[config.mk]
export PLATFORM = sky130hd
export DESIGN_NAME = fetch_stage_flat
export DESIGN_NICKNAME = d
export VERILOG_FILES = /design/src/rtl/fetch_stage_if.sv /design/src/rtl/fetch_stage.sv /design/src/flat_wrapper.sv
export SDC_FILE = /design/constraint.sdc
export NUM_CORES = 1
export LEC_CHECK = 0
export CELL_PAD_IN_SITES_DETAIL_PLACEMENT = 2
export CELL_PAD_IN_SITES_GLOBAL_PLACEMENT = 2
export CORE_MARGIN = 4
export CORE_UTILIZATION = 30
export DETAILED_ROUTE_END_ITERATION = 8
export GPL_TIMING_DRIVEN = 0
export PLACE_DENSITY = 0.79
export SLEW_MARGIN = 25
export SYNTH_ARGS = -nofsm -noshare
export SYNTH_HDL_FRONTEND = slang
export SYNTH_SLANG_ARGS = --single-unit
[constraint.sdc]
create_clock -name clk -period 4.3 [get_ports clk]
set_input_delay 0.645 -clock clk [delete_from_list [all_inputs] [get_ports clk]]
set_output_delay 0.645 -clock clk [all_outputs]
set_load 0.01 [all_outputs]
[src/rtl/fetch_stage_if.sv]
// Instruction-memory request/response bus between the fetch stage and imem.
// The fetch stage holds imem_addr_o stable from request until ack or redirect;
// memory samples the address only in the cycle it raises imem_ack_i.
interface fetch_stage_if;
  logic        imem_req_o;
  logic [31:0] imem_addr_o;
  logic        imem_ack_i;
  logic [31:0] imem_rdata_i;

  modport master (
    output imem_req_o,
    output imem_addr_o,
    input  imem_ack_i,
    input  imem_rdata_i
  );

  modport slave (
    input  imem_req_o,
    input  imem_addr_o,
    output imem_ack_i,
    output imem_rdata_i
  );
endinterface : fetch_stage_if

[src/rtl/fetch_stage.sv]
// MIPS instruction-fetch stage with IF/ID pipeline register.
// Holds the PC, fetches over a req/ack bus, and presents the fetched word to
// decode. A load-use stall that coincides with an ack parks the word in a
// one-entry skid buffer (state S_HOLD) so nothing is lost; a taken branch
// flushes IF/ID and the skid and restarts fetch at the target.
module fetch_stage #(
  parameter logic [31:0] RESET_PC  = 32'h0040_0000,
  parameter logic [31:0] NOP_INSTR = 32'h0000_0000
) (
  input  logic                clk,
  input  logic                reset,
  input  logic                stall_i,
  input  logic                branch_taken_i,
  input  logic [31:0]         branch_target_i,
  fetch_stage_if.master       imem,
  output logic [31:0]         instr_o,
  output logic [5:0]          opcode_o,
  output logic [31:0]         pc_plus4_o,
  output logic                valid_o
);

  // S_REQ: request outstanding. S_HOLD: a word sits in the skid, no request.
  typedef enum logic {
    S_REQ  = 1'b0,
    S_HOLD = 1'b1
  } state_t;

  state_t      r_state;
  state_t      w_next_state;

  logic [31:0] r_pc;
  logic [31:0] r_instr;
  logic [31:0] r_pc_plus4;
  logic        r_valid;
  logic [31:0] r_skid_instr;
  logic [31:0] r_skid_pc_plus4;

  logic [31:0] w_pc_plus4;
  logic [31:0] w_branch_pc;
  logic        w_imem_req;
  logic        w_capture;  // acked word goes straight into IF/ID
  logic        w_park;     // acked word goes into the skid (decode stalled)
  logic        w_bubble;   // no word this cycle, decode free: insert NOP
  logic        w_unpark;   // skid word moves into IF/ID

  // Sequential PC increment; 32-bit add wraps naturally at the top of memory.
  assign w_pc_plus4  = r_pc + 32'd4;
  assign w_branch_pc = {branch_target_i[31:2], 2'b00};

  // State register.
  always_ff @(posedge clk) begin
    // NOTE: sequential state uses non-blocking assignments so every register
    // samples pre-edge values regardless of block ordering.
    if (!reset) begin
      r_state <= S_REQ;
    end else begin
      r_state <= w_next_state;
    end
  end

  // Next-state logic: a redirect always returns to S_REQ; otherwise a stalled
  // ack parks, and releasing the stall drains the skid.
  always_comb begin
    // NOTE: default assignment first so every path drives the signal and no
    // latch is inferred.
    w_next_state = r_state;
    if (branch_taken_i) begin
      w_next_state = S_REQ;
    end else begin
      unique case (r_state)
        S_REQ:   if (imem.imem_ack_i && stall_i) w_next_state = S_HOLD;
        S_HOLD:  if (!stall_i)                   w_next_state = S_REQ;
        default: w_next_state = S_REQ;
      endcase
    end
  end

  // Output/control decode: bus request plus the datapath actions for this cycle.
  always_comb begin
    w_imem_req = 1'b0;
    w_capture  = 1'b0;
    w_park     = 1'b0;
    w_bubble   = 1'b0;
    w_unpark   = 1'b0;
    unique case (r_state)
      S_REQ: begin
        w_imem_req = reset;
        if (!branch_taken_i) begin
          if (imem.imem_ack_i) begin
            w_capture = !stall_i;
            w_park    = stall_i;
          end else begin
            w_bubble  = !stall_i;
          end
        end
      end
      S_HOLD: begin
        w_unpark = !branch_taken_i && !stall_i;
      end
      default: ;
    endcase
  end

  // PC and IF/ID register: reset, then redirect, then normal fetch actions.
  always_ff @(posedge clk) begin
    if (!reset) begin
      r_pc       <= RESET_PC;
      r_instr    <= NOP_INSTR;
      r_pc_plus4 <= '0;
      r_valid    <= 1'b0;
    end else if (branch_taken_i) begin
      r_pc       <= w_branch_pc;
      r_instr    <= NOP_INSTR;
      r_pc_plus4 <= '0;
      r_valid    <= 1'b0;
    end else begin
      if (w_capture) begin
        r_instr    <= imem.imem_rdata_i;
        r_pc_plus4 <= w_pc_plus4;
        r_valid    <= 1'b1;
      end else if (w_unpark) begin
        r_instr    <= r_skid_instr;
        r_pc_plus4 <= r_skid_pc_plus4;
        r_valid    <= 1'b1;
      end else if (w_bubble) begin
        r_instr    <= NOP_INSTR;
        r_valid    <= 1'b0;
      end
      if (w_capture || w_park) begin
        r_pc <= w_pc_plus4;
      end
    end
  end

  // Skid data: loaded when a stalled ack arrives.
  always_ff @(posedge clk) begin
    // NOTE: the skid payload is not reset; its occupancy lives in r_state,
    // which is reset, so stale contents are never presented.
    if (w_park) begin
      r_skid_instr    <= imem.imem_rdata_i;
      r_skid_pc_plus4 <= w_pc_plus4;
    end
  end

  assign imem.imem_req_o  = w_imem_req;
  assign imem.imem_addr_o = r_pc;

  assign instr_o    = r_instr;
  assign opcode_o   = r_instr[31:26];
  assign pc_plus4_o = r_pc_plus4;
  assign valid_o    = r_valid;

endmodule : fetch_stage

[src/flat_wrapper.sv]
// flat-port wrapper written by rule: the top's interface ports become plain ports
module fetch_stage_flat 
#(
  parameter logic [31:0] RESET_PC  = 32'h0040_0000,
  parameter logic [31:0] NOP_INSTR = 32'h0000_0000
)
  (clk, reset, stall_i, branch_taken_i, branch_target_i, instr_o, opcode_o, pc_plus4_o, valid_o, imem_imem_req_o, imem_imem_addr_o, imem_imem_ack_i, imem_imem_rdata_i);
  fetch_stage_if imem_i ();
  input  logic clk;
  input  logic reset;
  input  logic stall_i;
  input  logic branch_taken_i;
  input  logic [31:0] branch_target_i;
  output logic [31:0] instr_o;
  output logic [5:0] opcode_o;
  output logic [31:0] pc_plus4_o;
  output logic valid_o;
  output wire logic [$bits(imem_i.imem_req_o)-1:0] imem_imem_req_o;
  output wire logic [$bits(imem_i.imem_addr_o)-1:0] imem_imem_addr_o;
  input wire logic [$bits(imem_i.imem_ack_i)-1:0] imem_imem_ack_i;
  input wire logic [$bits(imem_i.imem_rdata_i)-1:0] imem_imem_rdata_i;
  assign imem_imem_req_o = imem_i.imem_req_o;
  assign imem_imem_addr_o = imem_i.imem_addr_o;
  assign imem_i.imem_ack_i = imem_imem_ack_i;
  assign imem_i.imem_rdata_i = imem_imem_rdata_i;
  fetch_stage #(.RESET_PC(RESET_PC), .NOP_INSTR(NOP_INSTR)) u_core (.clk(clk), .reset(reset), .stall_i(stall_i), .branch_taken_i(branch_taken_i), .branch_target_i(branch_target_i), .imem(imem_i), .instr_o(instr_o), .opcode_o(opcode_o), .pc_plus4_o(pc_plus4_o), .valid_o(valid_o));
endmodule
==> Word-level counts from Yosys, hierarchy flattened <==
Cells that the tools add are included.
{ "classes": {"n_addsub": 1, "multipliers": 0, "div": 0, "n_lt_le_gt_ge": 0, "n_eq_ne": 0, "n_shift": 0, "n_mux": 24, "n_bitwise": 2, "reduce_logical": 9} }
{ "op_table": {"columns": ["op", "count"], "rows": [
  ["$mux W32", 7],
  ["$add A32 B3 Y32 const B", 1],
  ["$mux W1", 16],
  ["$reduce_bool A2 Y1", 2],
  ["$reduce_bool A3 Y1", 1],
  ["$logic_and A1 B1 Y1", 2],
  ["$logic_not A1 Y1", 2],
  ["$not A1 Y1", 2],
  ["$pmux W1 S2", 1],
  ["$reduce_or A2 Y1", 1],
  ["$logic_or A1 B1 Y1", 1]
]} }
{ "totals": {"reg_bits": 162, "latchBits": 0, "ram_bits": 0, "rom_bits": 0, "in_bits": 69, "output_inout_bits": 104, "word_cells": 44, "memories": 0} }

==> Depth between registers and ports, before layout <==
Gate-level depths: netlist (run 1).
{ "logic_depth": {"ltp_word": 7, "depth_mapped": 8, "ltp_nobuf": 6} }

==> Worst setup path before layout (run 1) <==
No wires, ideal clock.
{ "synth_path": {"path_kind": "input port to flip-flop", "start": "input imem_imem_ack_i", "end": "register u_core.r_skid_instr[0], enable pin", "setup_time_ns": 0.427, "arrival_ns": 3.082, "t_required_ns": 3.873, "slack_ns": 0.791, "stages": 5, "path_buffers": 3, "cell_sequence": "nor2b_1 > clkbuf_1 > clkbuf_1 > clkbuf_1 > and3_1"} }
{ "synth_between": {"elab_chain_len": 3} }
{ "synth_rtl": {"columns": ["element", "line", "text"], "rows": [
  ["from (decl)", "flat_wrapper.sv:20", "input wire logic [$bits(imem_i.imem_ack_i)-1:0] imem_imem_ack_i;"],
  ["$mux W1", "fetch_stage.sv:89", "if (imem.imem_ack_i) begin"],
  ["$mux W1", "fetch_stage.sv:88", "if (!branch_taken_i) begin"],
  ["$mux W1", "fetch_stage.sv:85", "unique case (r_state)"],
  ["via u_core.w_park", "fetch_stage.sv:42", "logic w_park;"],
  ["to (signal assigned)", "fetch_stage.sv:140", "r_skid_instr <= imem.imem_rdata_i;"],
  ["to (decl)", "fetch_stage.sv:35", "logic [31:0] r_skid_instr;"]
]} }
The timed path passes the listed nets, and every way through them passes these cells.
A chain may end at the register's enable or synchronous reset.

==> Worst setup path in the final report (run 1) <==
{ "layout_path": {"start": "input imem_imem_ack_i", "end": "register u_core.r_skid_instr[28], enable pin"} }
Same word-level chain as after synthesis.

==> summary.md, run 1 <==
| Metric | Value |
|---|---|
| Result of the run | finished clean |
| DRC errors left | 0 |
| Post-CTS repair timing setup buffer count | 0 |
| Clock transition at the registers of the reported paths | 0.06 ns |
| Total met2 wirelength after detailed routing | 12.3 mm |
| Total track usage | 19.6% |
| Syn Inst Count | 667 |
| Die span in x | 160 µm |
| Placed wire-length estimate | 18.3 mm |
| Portion of the post-synthesis area used by sequential elements | 54.3% |
| Number of enable flip-flop cells after synthesis | 62 |
| Resize count post-CTS | 0 |
| Clk sink count | 156 |
| Per-cell routed wire length | 21.7 µm |
| Routed WL | 25.1 mm |
| TritonCTS clock tree | built |
| Worst setup path startpoint | imem_imem_ack_i |
| DR top layer | met4 |
| Kind of end point of the critical path | register |
| Sum of negative setup slack | 0 ns |
| Slowest stage delay, CP | 0.65 ns |
| Area of the mapped netlist | 0.00689 mm² |
| Cell type of the slowest stage on the worst timing path | sky130_fd_sc_hd__clkbuf_1 |
| First DRT Iteration DRCs | 223 |
| Register bit count reported by yosys | 156 |
| DRT met1 WL | 11.2 mm |
| Flip-flop cell with the highest count after synthesis | sky130_fd_sc_hd__dfxtp_1 |
| R2R depth | 7 |
| Relative slew margins | 47.1% |
| Lkg Pwr | 0.00341 µW |
| Via/cell ratio | 5.22 |
| Most common cell after layout, fill and taps aside | sky130_fd_sc_hd__clkdlybuf4s50_1 |
| Clock Tree Buf Depth | 2 |
| Post-layout util | 42.2% |
| Number of cells on the critical path | 7 |
| Fraction of final layout cells with drive strength greater than 1 | 7.94% |
| Sort of element at the start of the critical path | input port |
| Unrepaired setup endpoints after global routing | no |
| Vias in the first global route | 6691 |
| Total Nets Final | 926 |
| Num ports | 173 |
| Antenna diode count | 0 |
| Largest fanout on the critical path | 32 |
| YS warnings | 0 |
| Ratio of final minimum period to clock period | 85.3% |
| Wire length of the first global-routing pass | 38.7 mm |
| Ys async rst share | 0% |
| Routed Antenna Nets | 0 |
| Sum of overflow across all layers after global routing | 0 |
| Die H | 160 µm |
| Clock latency on the worst-skew pair | 0.42 ns |
| Number of H-tree branching levels | 4 |
| Area of the core region | 0.0226 mm² |
| Finish-stage setup viols | 0 |
| Max Clk Rate | 273 MHz |
| Most used cells in the layout excluding fill and tap cells | sky130_fd_sc_hd__clkdlybuf4s50_1, sky130_fd_sc_hd__dfxtp_1, sky130_fd_sc_hd__edfxtp_1 |
| Post-route minimum period | 3.67 ns |
| Total number of vias | 6019 |
| Fin worst setup slack | 0.633 ns |
| Clock tree root driver cell | sky130_fd_sc_hd__clkbuf_16 |
| Category of cells accounting for the largest share of critical-path delay | buffers and inverters |
| Global placement routability congestion | 0.792 |
| Core Rows | 55 |
| CTS Hold Buffers Added | 0 |
| Met3 wire length | 1.01 mm |
| Cts bufs inserted | 17 |
| Crit path DAT | 3.78 ns |
| Total count of hold-check failures in the final report | 0 |
| End point of the critical path | u_core.r_skid_instr[28]$_DFFE_PP_ |
| Start of the worst register-to-register path | u_core.r_state$_SDFF_PP0_ |
| Avg Inst Size Synth | 10.3 µm² |
| Required time at the worst-slack endpoint | 4.41 ns |
| Distinct cell type count after synthesis | 61 |
| 1st-pass router iterations | 4 |
| Slack of the worst reg-to-reg path | 0.87 ns |
| Classification of the worst-slack hold path | reg2reg |
| Pins Over Slew Limit | 0 |
| Worst slew pin tran | 0.793 ns |
| Worst Skew | 0.00637 ns |
| Layout-stage area growth over the synthesis result | 38.6% |
| Total Die Area | 0.0255 mm² |
| Most common cell type on the critical path | sky130_fd_sc_hd__clkbuf_1 |
| Type of the worst setup path | in2reg |
| Effective utilization at floorplan | 30.4% |
| Setup WS pre-CTS | 0.185 ns |
| Sum of buffers and inverters on the critical path | 5 |
| Cell breakdown of the critical path | clkdlybuf4s50_1 -> nor2b_1 -> clkbuf_1 -> clkbuf_1 -> clkbuf_1 -> and3_4 -> buf_12 |
| Pwr/cell area | 383 mW/mm² |
| Max-cap violations | 0 |
| Worst r2r dst | u_core.r_skid_instr[28]$_DFFE_PP_ |
| Number of antenna violations at the first check in global routing | 0 |
| Maximum number of pins on one net before global-route repair | 33 |
| Quantity of I/O buffers inserted on ports | 166 |
| IR Drop Worst-Case VDD | 0.187 mV |
metrics by stage:
stage | instances | hold WS, ns | power (µW) | area [µm²]
after floorplan | 670 | 0.452 | 1860 | 6900
after global placement | 1121 | 0.459 | 2090 | 8920
after detailed placement | 1122 | 0.468 | 2110 | 8940
after CTS | 1154 | 0.482 | 3700 | 9550
after global routing | 1154 | 0.493 | 3800 | 9550
final | 1154 | 0.477 | 3650 | 9550
power by group:
group	leakage (µW)	internal, µW	switching, µW
Sequential	0.00135	1600	47.4
Combinational	0.00177	208	224
Clock	0.000295	984	594
Total	0.00341	2790	865
area by class of cell:
type,count,area (µm²)
tap,285,357
multi-input combinational,441,2800
clock inverter,9,148
fill,2408,13100
clock buffer,23,458
buffer,65,338
sequential,156,3740
timing repair buffer,167,1680
inverter,8,30.0
cell families after synthesis:
kind of cell	share of synthesized area [%]
adder cells (fa/ha/maj)	0.182
AND/OR/NAND/NOR	19.8
XOR/XNOR	5.72
flip-flops	54.3
other	0.0544
buffers and inverters	5.34
multiplexers	0.291
AO/OA/AOI/OAI	14.3
worst min path at each step:
stage	from	to	cells past startpoint
final	u_core.pc_plus4_o[5]$_SDFFE_PP0P_	u_core.pc_plus4_o[5]$_SDFFE_PP0P_	2
after detailed placement	u_core.pc_plus4_o[5]$_SDFFE_PP0P_	u_core.pc_plus4_o[5]$_SDFFE_PP0P_	2
after global routing	u_core.pc_plus4_o[7]$_SDFFE_PP0P_	u_core.pc_plus4_o[7]$_SDFFE_PP0P_	2
after global placement	u_core.pc_plus4_o[4]$_SDFFE_PP0P_	u_core.pc_plus4_o[4]$_SDFFE_PP0P_	2
after floorplan	u_core.r_skid_pc_plus4[13]$_DFFE_PP_	u_core.pc_plus4_o[13]$_SDFFE_PP0P_	2
after CTS	u_core.pc_plus4_o[7]$_SDFFE_PP0P_	u_core.pc_plus4_o[7]$_SDFFE_PP0P_	2
worst min-delay path, stage by stage (launching register included):
cell and delay (ns):
sky130_fd_sc_hd__dfxtp_1 0.33, sky130_fd_sc_hd__nand3_1 0.06, sky130_fd_sc_hd__o21ai_0 0.06
sequential cells by signal (all words and copies together) (netlist names):
name                     count
u_core.r_skid_instr         32
u_core.pc_plus4_o           30
u_core.r_skid_pc_plus4      30
u_core.instr_o              32
u_core.imem.imem_addr_o     30
u_core.valid_o               1
u_core.r_state               1
per-layer routing:
layer  global-route usage, %  up-vias
met1                    24.6     3012
met2                    33.8      167
met5                       0        -
li1                        -     2810
met4                    6.43        0
met3                    3.70       30
Yosys cell counts (3+ instances only):
library cell | count | share of area (%)
sky130_fd_sc_hd__o31ai_1 | 6 | 0.65
sky130_fd_sc_hd__and4_1 | 6 | 0.76
sky130_fd_sc_hd__dfxtp_1 | 94 | 27
sky130_fd_sc_hd__or3_1 | 3 | 0.27
sky130_fd_sc_hd__o2bb2ai_1 | 4 | 0.51
sky130_fd_sc_hd__o21ai_0 | 32 | 2.3
sky130_fd_sc_hd__buf_1 | 5 | 0.27
sky130_fd_sc_hd__nor2b_1 | 36 | 3.3
sky130_fd_sc_hd__o211a_1 | 5 | 0.73
sky130_fd_sc_hd__clkbuf_2 | 4 | 0.29
sky130_fd_sc_hd__a221oi_1 | 33 | 4.2
sky130_fd_sc_hd__o22ai_1 | 7 | 0.64
sky130_fd_sc_hd__nand2_1 | 45 | 2.5
sky130_fd_sc_hd__clkbuf_1 | 37 | 2.0
sky130_fd_sc_hd__and3_1 | 10 | 0.91
sky130_fd_sc_hd__a21oi_1 | 18 | 1.3
sky130_fd_sc_hd__inv_1 | 8 | 0.44
sky130_fd_sc_hd__nand2b_1 | 6 | 0.54
sky130_fd_sc_hd__nor2_1 | 36 | 2.0
sky130_fd_sc_hd__a22oi_1 | 3 | 0.33
sky130_fd_sc_hd__buf_6 | 4 | 0.65
sky130_fd_sc_hd__xnor2_1 | 28 | 3.6
sky130_fd_sc_hd__edfxtp_1 | 62 | 27
sky130_fd_sc_hd__nand4_1 | 13 | 1.2
sky130_fd_sc_hd__and2_1 | 6 | 0.54
sky130_fd_sc_hd__a31oi_1 | 4 | 0.36
sky130_fd_sc_hd__buf_4 | 11 | 1.2
sky130_fd_sc_hd__or2_2 | 4 | 0.36
sky130_fd_sc_hd__nor3_1 | 45 | 3.3
sky130_fd_sc_hd__xor2_1 | 17 | 2.2
sky130_fd_sc_hd__a211o_1 | 3 | 0.38
sky130_fd_sc_hd__nand3_1 | 27 | 2.0
sky130_fd_sc_hd__a32oi_1 | 8 | 1.0
No activity file was read; power rests on OpenSTA's default activity.
==> run 2: changes to the inputs <==
CTS_CLUSTER_SIZE = 40   (was default)
==> results of run 2 <==
Same layout as run 1: the final DEF is identical, and so are final timing and power.
==> run 3: changes to the inputs <==
REMOVE_ABC_BUFFERS = 1   (was default)
==> summary.md, run 3 (same netlist as run 1, synthesis figures left out) <==
| Metric | Value |
|---|---|
| Result of the run | finished clean (unchanged) |
| Total Nets Final | 867 (was 926) |
| Number of antenna violations at the first check in global routing | 0 (unchanged) |
| CTS Hold Buffers Added | 0 (unchanged) |
| Fraction of final layout cells with drive strength greater than 1 | 7.91% (was 7.94%) |
| Post-CTS repair timing setup buffer count | 0 (unchanged) |
| Fillcell total | 2355 (was 2408) |
| Lkg Pwr | 0.00330 µW (was 0.00341 µW) |
| Post-layout util | 41.2% (was 42.2%) |
| DRC errors left | 0 (unchanged) |
| Die span in x | 160 µm (unchanged) |
| Worst Skew | 0.0108 ns (was 0.00637 ns) |
| Antenna diode count | 0 (unchanged) |
| Relative slew margins | 33.8% (was 47.1%) |
| Cell type of the slowest stage on the worst timing path | sky130_fd_sc_hd__nor2_2 (was sky130_fd_sc_hd__clkbuf_1) |
| Flip-flop and latch area | 0.00374 mm² (about the same) |
| Kind of end point of the critical path | register (unchanged) |
| Clock transition at the registers of the reported paths | 0.06 ns (about the same) |
| Total power consumption of the routed design | 3510 µW (was 3650 µW) |
| Total Die Area | 0.0255 mm² (unchanged) |
| Sum of overflow across all layers after global routing | 0 (unchanged) |
| IR Drop Worst-Case VDD | 0.186 mV (was 0.187 mV) |
| Total count of hold-check failures in the final report | 0 (unchanged) |
| Required time at the worst-slack endpoint | 4.61 ns (was 4.41 ns) |
| Power share of the combinational group | 11.2% (was 11.8%) |
| 1st-pass router iterations | 4 (unchanged) |
| Total net switching power | 854 µW (was 865 µW) |
| Type of the worst setup path | in2reg (unchanged) |
| Total track usage | 17.8% (was 19.6%) |
| Layout-stage area growth over the synthesis result | 35.4% (was 38.6%) |
| Vias in the first global route | 6158 (was 6691) |
| Resize count post-CTS | 0 (unchanged) |
| Slowest stage delay, CP | 0.84 ns (was 0.65 ns) |
| Area of the core region | 0.0226 mm² (unchanged) |
| Quantity of I/O buffers inserted on ports | 166 (unchanged) |
| Finish-stage setup viols | 0 (unchanged) |
| Per-cell routed wire length | 20.9 µm (was 21.7 µm) |
| Clock tree root driver cell | sky130_fd_sc_hd__clkbuf_16 (unchanged) |
| Via/cell ratio | 5.25 (was 5.22) |
| Cts bufs inserted | 17 (unchanged) |
| Maximum number of pins on one net before global-route repair | 39 (was 33) |
| Classification of the worst-slack hold path | reg2reg (unchanged) |
| Post-route minimum period | 3.16 ns (was 3.67 ns) |
| Placed Cells | 1063 (was 1122) |
| Share of power burned in registers | 47.2% (was 45.0%) |
| Number of H-tree branching levels | 4 (unchanged) |
| Combined area of the multi-input logic cells | 0.00283 mm² (was 0.00280 mm²) |
| TritonCTS clock tree | built (unchanged) |
| Category of cells accounting for the largest share of critical-path delay | simple AND/OR/NAND/NOR gates (was buffers and inverters) |
| Internal cell power | 2660 µW (was 2790 µW) |
| Routed WL | 22.8 mm (was 25.1 mm) |
| Most common cell after layout, fill and taps aside | sky130_fd_sc_hd__clkdlybuf4s50_1 (unchanged) |
| Switching Fraction | 24.3% (was 23.7%) |
| Num ports | 173 (unchanged) |
| Ratio of final minimum period to clock period | 73.5% (was 85.3%) |
| Routed Antenna Nets | 0 (unchanged) |
| Die H | 160 µm (unchanged) |
| Unrepaired setup endpoints after global routing | no (unchanged) |
| Clock Tree Buf Depth | 2 (unchanged) |
| First DRT Iteration DRCs | 307 (was 223) |
| Effective utilization at floorplan | 30.4% (unchanged) |
| Clock latency on the worst-skew pair | 0.43 ns (was 0.42 ns) |
| Clk sink count | 156 (unchanged) |
| Most used cells in the layout excluding fill and tap cells | sky130_fd_sc_hd__clkdlybuf4s50_1, sky130_fd_sc_hd__dfxtp_1, sky130_fd_sc_hd__edfxtp_1 (unchanged) |
| Crit path DAT | 3.47 ns (was 3.78 ns) |
| Sort of element at the start of the critical path | input port (unchanged) |
| Cell Count, Final, Fillers Out | 1094 (was 1154) |
| Pins Over Slew Limit | 0 (unchanged) |
| Placed wire-length estimate | 15.8 mm (was 18.3 mm) |
| Hold Worst Slack | 0.457 ns (was 0.477 ns) |
| Max Clk Rate | 316 MHz (was 273 MHz) |
| Pwr/cell area | 376 mW/mm² (was 383 mW/mm²) |
| Global placement routability congestion | 0.721 (was 0.792) |
| Total number of vias | 5744 (was 6019) |
| Core Rows | 55 (unchanged) |
| Largest fanout on the critical path | 16 (was 32) |
| Max-cap violations | 0 (unchanged) |
| Sum of buffers and inverters on the critical path | 1 (was 5) |
| Cell breakdown of the critical path | clkdlybuf4s50_1 -> nand2b_1 -> nor2_2 -> nor2_1 -> and3_1 -> a211o_1 (was clkdlybuf4s50_1 -> nor2b_1 -> clkbuf_1 -> clkbuf_1 -> clkbuf_1 -> and3_4 -> buf_12) |
| Worst slew pin tran | 0.990 ns (was 0.793 ns) |
| Wire length of the first global-routing pass | 35.9 mm (was 38.7 mm) |
| Clock share of power | 41.6% (was 43.2%) |
run 3: path summary, 6_finish.rpt:
path | start | end | slack, ns | depth (start not counted)
max | imem_imem_ack_i | u_core.pc_plus4_o[11]$_SDFFE_PP0P_ | 1.14 | 6
min reg2reg | u_core.pc_plus4_o[4]$_SDFFE_PP0P_ | u_core.pc_plus4_o[4]$_SDFFE_PP0P_ | 0.46 | 2
max reg2reg | u_core.r_state$_SDFF_PP0_ | u_core.pc_plus4_o[11]$_SDFFE_PP0P_ | 1.31 | 5
min | u_core.pc_plus4_o[4]$_SDFFE_PP0P_ | u_core.pc_plus4_o[4]$_SDFFE_PP0P_ | 0.46 | 2
run 3: power groups by stage:
stage	clock network [µW]	logic (µW)	registers, µW
floorplan	0	138	1690
global placement	0	368	1690
detailed placement	0	397	1690
CTS	1500	401	1660
global route	1560	430	1660
finish	1460	395	1660
run 3: final cells by class:
type | count | area share [%]
clock buffer | 18 | 4.71
multi-input combinational | 441 | 30.3
clock inverter | 13 | 1.34
tap | 285 | 3.82
sequential | 156 | 40.1
timing repair buffer | 173 | 19.4
inverter | 8 | 0.322
run 3: per-stage QoR:
stage	TNS, ns	area [µm²]	setup WS (ns)
floorplan	-18.92	6560	-0.305
global placement	-331.11	8580	-3.30
detailed placement	0	8770	0.617
CTS	0	9330	1.02
global route	0	9330	0.927
finish	0	9330	1.14
run 3: per-layer routing:
metal  track usage (%)  vias up  wire, µm
li1                  -     2698         -
met1              23.7     2873     10800
met2              29.9      156     11000
met3              3.52       17       867
met4              4.26        0       202
met5                 0        -         0
run 3: tightest hold or removal path, delay by kind of cell (launching register included):
family           cells  cell delay [ns]
AO/OA/AOI/OAI        1             0.05
flip-flops           1             0.31
AND/OR/NAND/NOR      1             0.05
